**config.mk**
```make
export PLATFORM = sky130hd
export DESIGN_NAME = chip8_pixel_renderer_flat
export DESIGN_NICKNAME = d
export VERILOG_FILES = /design/src/rtl/chip8_pixel_renderer_if.sv /design/src/rtl/chip8_pixel_renderer.sv /design/src/flat_wrapper.sv
export SDC_FILE = /design/constraint.sdc
export NUM_CORES = 1
export LEC_CHECK = 0
export ABC_AREA = 1
export BUFFER_PORTS_ARGS = -buffer_cell sky130_fd_sc_hd__buf_4
export CAP_MARGIN = 25
export CORE_MARGIN = 3
export CORE_UTILIZATION = 52
export DETAILED_ROUTE_END_ITERATION = 8
export HOLD_SLACK_MARGIN = 0.06
export PLACE_DENSITY = 0.75
export SYNTH_ARGS = -nofsm -noshare
export SYNTH_HDL_FRONTEND = slang
export SYNTH_SLANG_ARGS = --single-unit
```
**constraint.sdc**
```tcl
create_clock -name clk -period 1.65 [get_ports clk]
set_clock_uncertainty 0.1 [all_clocks]
set_input_delay 0.165 -clock clk [delete_from_list [all_inputs] [get_ports clk]]
set_output_delay 0.165 -clock clk [all_outputs]
set_load 0.005 [all_outputs]
```
**src/rtl/chip8_pixel_renderer_if.sv**
```systemverilog
// Framebuffer read port between the scanline renderer (master) and the
// dual-port framebuffer RAM (slave). Read data is valid the cycle after fb_rd.
interface chip8_pixel_renderer_if;
    logic [7:0] fb_addr;
    logic       fb_rd;
    logic [7:0] fb_data;

    modport master (output fb_addr, output fb_rd, input fb_data);
    modport slave  (input fb_addr, input fb_rd, output fb_data);
endinterface

```
**src/rtl/chip8_pixel_renderer.sv**
```systemverilog
// CHIP-8 64x32 scanline renderer: fetches one row per hblank, expands to 10x10 pixels.
// Define CHIP8_BORDER_EN to paint active lines below the image blue instead of black.
module chip8_pixel_renderer #(
    parameter logic [2:0] FG_COLOR = 3'b111,
    parameter logic [2:0] BG_COLOR = 3'b000
) (
    input  logic                          clk,
    input  logic                          reset,
    input  logic [9:0]                    counter_x,
    input  logic [9:0]                    counter_y,
    input  logic [5:0]                    counter_x_10,
    input  logic                          in_display_area,
    input  logic                          vga_h_sync_in,
    input  logic                          vga_v_sync_in,
    chip8_pixel_renderer_if.master        fb,
    output logic                          vga_r,
    output logic                          vga_g,
    output logic                          vga_b,
    output logic                          vga_h_sync,
    output logic                          vga_v_sync
);

`ifdef CHIP8_BORDER_EN
    localparam logic [2:0] BORDER = 3'b001;
`else
    localparam logic [2:0] BORDER = 3'b000;
`endif

    typedef enum logic [1:0] {IDLE, FETCH, DRAIN} state_t;

    state_t          state;
    logic [5:0]      tgt_row, nxt_row;
    logic [3:0]      tgt_sub, nxt_sub;
    logic [2:0]      idx, cap_idx;
    logic            rd_q;
    logic [7:0][7:0] line_buf;
    logic            line_valid;
    logic            pix_bit;
    logic [2:0]      rgb_q, colour;
    logic            line_start;

    assign line_start = (counter_x == 10'd640);

    // Target line is the one after the current line; the last two sync lines re-arm row 0.
    always_comb begin
        nxt_row = tgt_row;
        nxt_sub = tgt_sub;
        if (counter_y == 10'd524 || counter_y == 10'd525) begin
            nxt_row = 6'd0;
            nxt_sub = 4'd0;
        end else if (tgt_sub == 4'd9) begin
            nxt_sub = 4'd0;
            nxt_row = tgt_row + 6'd1;
        end else begin
            nxt_sub = tgt_sub + 4'd1;
        end
    end

    always_ff @(posedge clk or negedge reset) begin
        if (!reset) begin
            tgt_row <= 6'd0;
            tgt_sub <= 4'd0;
        end else if (line_start) begin
            tgt_row <= nxt_row;
            tgt_sub <= nxt_sub;
        end
    end

    // Fetch: 8 read cycles, then one drain cycle so byte 7 lands before line_valid rises.
    always_ff @(posedge clk or negedge reset) begin
        if (!reset) begin
            state      <= IDLE;
            fb.fb_rd   <= 1'b0;
            fb.fb_addr <= 8'd0;
            idx        <= 3'd0;
            cap_idx    <= 3'd0;
            rd_q       <= 1'b0;
            line_buf   <= '0;
            line_valid <= 1'b0;
        end else begin
            rd_q    <= fb.fb_rd;
            cap_idx <= idx;
            if (rd_q)
                line_buf[cap_idx] <= fb.fb_data;
            case (state)
                IDLE: begin
                    if (line_start) begin
                        if (nxt_row < 6'd32) begin
                            state      <= FETCH;
                            fb.fb_rd   <= 1'b1;
                            fb.fb_addr <= {nxt_row[4:0], 3'd0};
                            idx        <= 3'd0;
                        end else begin
                            line_valid <= 1'b0;
                        end
                    end
                end
                FETCH: begin
                    if (idx == 3'd7) begin
                        fb.fb_rd <= 1'b0;
                        state    <= DRAIN;
                    end else begin
                        idx        <= idx + 3'd1;
                        fb.fb_addr <= {fb.fb_addr[7:3], idx + 3'd1};
                    end
                end
                DRAIN: begin
                    line_valid <= 1'b1;
                    state      <= IDLE;
                end
                default: state <= IDLE;
            endcase
        end
    end

    // Stage 2 uses in_display_area directly: it already lags the counters by one clock.
    always_comb begin
        colour = 3'b000;
        if (in_display_area)
            colour = line_valid ? (pix_bit ? FG_COLOR : BG_COLOR) : BORDER;
    end

    always_ff @(posedge clk or negedge reset) begin
        if (!reset) begin
            pix_bit    <= 1'b0;
            rgb_q      <= 3'b000;
            vga_h_sync <= 1'b1;
            vga_v_sync <= 1'b1;
        end else begin
            pix_bit    <= line_buf[counter_x_10[5:3]][3'd7 - counter_x_10[2:0]];
            rgb_q      <= colour;
            vga_h_sync <= vga_h_sync_in;
            vga_v_sync <= vga_v_sync_in;
        end
    end

    assign {vga_r, vga_g, vga_b} = rgb_q;

endmodule

```
**src/flat_wrapper.sv**
```systemverilog
// flat-port wrapper written by rule: the top's interface ports become plain ports
module chip8_pixel_renderer_flat 
#(
    parameter logic [2:0] FG_COLOR = 3'b111,
    parameter logic [2:0] BG_COLOR = 3'b000
)
  (clk, reset, counter_x, counter_y, counter_x_10, in_display_area, vga_h_sync_in, vga_v_sync_in, vga_r, vga_g, vga_b, vga_h_sync, vga_v_sync, fb_fb_addr, fb_fb_rd, fb_fb_data);
  chip8_pixel_renderer_if fb_i ();
  input  logic clk;
  input  logic reset;
  input  logic [9:0] counter_x;
  input  logic [9:0] counter_y;
  input  logic [5:0] counter_x_10;
  input  logic in_display_area;
  input  logic vga_h_sync_in;
  input  logic vga_v_sync_in;
  output logic vga_r;
  output logic vga_g;
  output logic vga_b;
  output logic vga_h_sync;
  output logic vga_v_sync;
  output wire logic [$bits(fb_i.fb_addr)-1:0] fb_fb_addr;
  output wire logic [$bits(fb_i.fb_rd)-1:0] fb_fb_rd;
  input wire logic [$bits(fb_i.fb_data)-1:0] fb_fb_data;
  assign fb_fb_addr = fb_i.fb_addr;
  assign fb_fb_rd = fb_i.fb_rd;
  assign fb_i.fb_data = fb_fb_data;
  chip8_pixel_renderer #(.FG_COLOR(FG_COLOR), .BG_COLOR(BG_COLOR)) u_core (.clk(clk), .reset(reset), .counter_x(counter_x), .counter_y(counter_y), .counter_x_10(counter_x_10), .in_display_area(in_display_area), .vga_h_sync_in(vga_h_sync_in), .vga_v_sync_in(vga_v_sync_in), .fb(fb_i), .vga_r(vga_r), .vga_g(vga_g), .vga_b(vga_b), .vga_h_sync(vga_h_sync), .vga_v_sync(vga_v_sync));
endmodule
```
==> metrics.md <==
| Metric | Value |
|---|---|
| Largest delay contributor family on the critical path | `simple AND/OR/NAND/NOR gates` |
| Mapped Nets | `586` |
| RSZ-0062 raised after global routing | `yes` |
| Die area | `9610 um^2` |
| WHS Path Cells | `4` |
| Post-synth top area cell | `dfrtp_1` |
| Pwr Density | `around 800 nW/um^2` |
| Number of remaining DRC errors | `0` |
| Util after Layout | `0.675` |
| Global-route wire length before repair | `approximately 18000 um` |
| Post-synthesis cell count | `roughly 540` |
| Final hold vios | `0` |
| Crit path to | `u_core.idx[2]$_DFFE_PN0P_` |
| Starting density of the core | `0.553` |
| FF-to-FF End | `u_core.idx[2]$_DFFE_PN0P_` |
| Clk Latency, worst-skew pair | `between 300 and 400 ps` |
| Routed Antenna Nets | `0` |
| Crit start category | `register` |
| Post-synthesis cell type count | `30` |
| Fin worst setup slack | `60.7 ps` |
| Vias per cell | `approximately 5.3` |
| H-tree levels | `3` |
| Antenna diodes | `0` |
| Reg2Reg Depth | `11` |
| Post-Route Setup TNS | `0 ps` |
| Max VDD drop | `about 0.52 mV` |
| Core area | `about 8000 um^2` |
| Instance count on the critical path | `11` |
| Synthesized area | `4410 um^2` |
| CP required | `between 1500 and 2000 ps` |
| CP bufs+invs | `1` |
| Slew headroom | `0.619` |
| Area fraction of the dominant cell type after synthesis | `0.522` |
| Kind of critical path | `reg2reg` |
| Period utilization | `0.963` |
| Layout Cells excl Fill | `between 700 and 800` |
| Worst Setup End Kind | `register` |
| Fin. max-slew vios | `0` |
| Synth area leaders | `dfrtp_1 52%, nand2_1 16%, nand3_1 7.4%, o21ai_0 7.2%, inv_1 2.9%` |
| Seq cells post-synth | `between 90 and 100` |
| Vias in the first global route | `approximately 3700` |
| Largest net degree at the start of global routing | `39` |
| Total GRT Usage | `0.226` |
| R2R Setup Slk | `60 ps` |
| Hold path startpoint | `counter_x_10[1]` |
| Slowest cell delay on critical path | `roughly 400 ps` |
| Vias | `between 3000 and 4000` |
| YS warnings | `0` |
| Total routed wirelength | `10300 um` |
| Grt total ovfl | `0` |
| Post-DP HPWL | `7120 um` |
| Worst Tran Pin Value | `571 ps` |
| Clk slew on worst S/H paths | `roughly 90 ps` |
| Hold Path Class | `in2reg` |
| Slowest cell on crit path | `dfrtp_1` |
| Area grow syn2layout | `22.0%` |
| RePlAce Congestion | `0.815` |
| DR WL/cell | `about 14 um` |
| Root Buffer | `clkbuf_8` |
| Syn Area/Cell | `~8.1 um^2` |
| Nets | `between 600 and 700` |
| Fill count | `672` |
| Num rows | `32` |
| Worst r2r src | `u_core.tgt_sub[1]$_DFFE_PN0P_` |
| Minimum clock period | `between 1500 and 2000 ps` |
| I/O Buffers | `between 50 and 60` |
| CTS max path bufs | `2` |
| Sequential-to-total area share from yosys stat | `0.534` |
| Tot Pwr | `around 4.2 mW` |
| Critical Path AT | `~1800 ps` |
| Cells along the critical path | `inv_2, ha_4, nand3_4, nor2_4, nand2_2, nand2_2, nand3_4, nand2_4, nand2_4, nand3_1, nand2_1` |
| Crit-path max FO | `5` |
| Fmax | `about 630 MHz` |
| Leak pwr | `approximately 2.8 nW` |
| Die height | `just under 100 um` |
| Worst slack at placement | `-33.0 ps` |
| TritonCTS Buffers | `9` |
| Critical Path Source | `u_core.tgt_sub[1]$_DFFE_PN0P_` |
| Final setup viols | `0` |
| # IOs | `53` |
| CTS sink cnt | `94` |
| Number of max-cap violations | `0` |
| Die Width | `98.1 um` |
| CTS tree | `yes` |
| First-pass DRT Iterations | `5` |
| Initial antenna violation count | `0` |
| Layout cells sized above 1 | `0.203` |
| Initial DRC count | `between 200 and 300` |
| Placed cell count | `between 600 and 700` |
| Outcome | `finished, final reports clean` |
[kinds of logic after synthesis]
family,count (synthesis),synth area share
simple gates,304,0.298
flops,94,0.534
compound gates,76,0.0872
buf+inv,60,0.0605
fa+ha+maj,5,0.0142
xor+xnor,2,0.00398
mux,1,0.00227
[sequential cells by signal, summed over array words and instances (netlist names)]
register and flops:
u_core.line_buf 64, u_core.tgt_row 6, u_core.fb.fb_addr 5, u_core.tgt_sub 4, u_core.cap_idx 3, u_core.idx 3, u_core.state 2, u_core.fb.fb_rd 1
u_core.line_valid 1, u_core.pix_bit 1, u_core.rd_q 1, u_core.rgb_q 1, u_core.vga_h_sync 1, u_core.vga_v_sync 1
[per-stage QoR]
stage	hold slack (ps)	area, um^2
3_5_place_dp	46.5	5010
5_1_grt	87.1	5380
2_1_floorplan	-231	4410
3_3_place_gp	43.5	5010
4_1_cts	60.2	5310
6_report	56.9	5380
[synthesized netlist by cell type]
cell type,instances
a21oi_1,10
and3_1,1
buf_2,9
buf_4,4
buf_6,2
clkbuf_1,8
dfrtp_1,92
dfstp_2,2
ha_1,5
inv_1,34
inv_2,3
mux2i_1,1
nand2_1,190
nand2_2,3
nand3_1,65
nand3_2,3
nand3_4,1
nand3b_1,1
nand4_1,2
nor2_1,31
nor2_2,2
nor2_4,2
nor3_1,1
nor3_4,1
nor3b_1,1
o21ai_0,63
o21ai_1,1
o21bai_1,1
o22ai_1,1
xor2_1,2
[cell type report]
type                    count  area (um^2)  share of cell area
flip-flops and latches     94         2350               0.438
clock inverters             5         58.8              0.0109
repair buffers             82          684               0.127
inverters                  37          139              0.0258
well taps                 102          128              0.0237
clock buffers              11          141              0.0263
multi-input cells         388         1870               0.348
[power breakdown]
group	total (mW)	switching, mW	internal (mW)
Sequential	2.33	0.00994	2.32
Combinational	0.379	0.216	0.163
Clock	1.54	0.794	0.742
[layer usage]
metal,GRT usage,part of all wire,vias up
met5,0,0,-
met4,0.0863,0.019,0
met3,0.0343,0.050,17
met2,0.385,0.50,103
met1,0.293,0.43,1815
li1,-,-,1880
[tightest hold or removal path, cell delays in order]
cell,delay [ps]
buf_4,100
nand3_1,80
nand3_1,80
nand2_1,60
[cells in the final DEF (no fill, tap or decap)]
master / n
a21oi_1: 10
and3_1: 1
buf_12: 4
buf_4: 71
buf_6: 1
bufinv_16: 1
clkbuf_1: 1
clkbuf_8: 10
clkinv_2: 1
clkinv_4: 1
clkinvlp_4: 2
dfrtp_1: 92
dfstp_2: 2
dlygate4sd3_1: 6
ha_1: 4
ha_4: 1
inv_1: 33
inv_2: 4
mux2i_1: 1
nand2_1: 182
nand2_2: 8
nand2_4: 3
nand3_1: 63
nand3_2: 4
nand3_4: 2
nand3b_1: 1
nand4_1: 2
nor2_1: 30
nor2_2: 3
nor2_4: 2
nor3_2: 1
nor3_4: 1
nor3b_1: 1
o21ai_0: 60
o21ai_1: 1
o21ai_2: 3
o21bai_1: 1
o22ai_1: 1
xor2_1: 2
[timing repair]
action / in CTS / in global routing
setup endpoints to repair: 5 / 16
pin swaps: 2 / 8
hold endpoints to repair: 99 / 0
gates resized for setup: 7 / 19
buffers inserted: 1 / 1
hold buffers: 6 / 0
[how the worst min path moves through the flow]
stage                     slack (ps)                             end
after floorplan                 -230     u_core.cap_idx[0]$_DFF_PN0_
after global placement            40  u_core.line_buf[4]$_DFFE_PN0P_
after detailed placement          50  u_core.line_buf[4]$_DFFE_PN0P_
after CTS                         60        u_core.pix_bit$_DFF_PN0_
after global routing              90        u_core.pix_bit$_DFF_PN0_
final                             60        u_core.pix_bit$_DFF_PN0_
No activity file was read; power rests on OpenSTA's default activity.
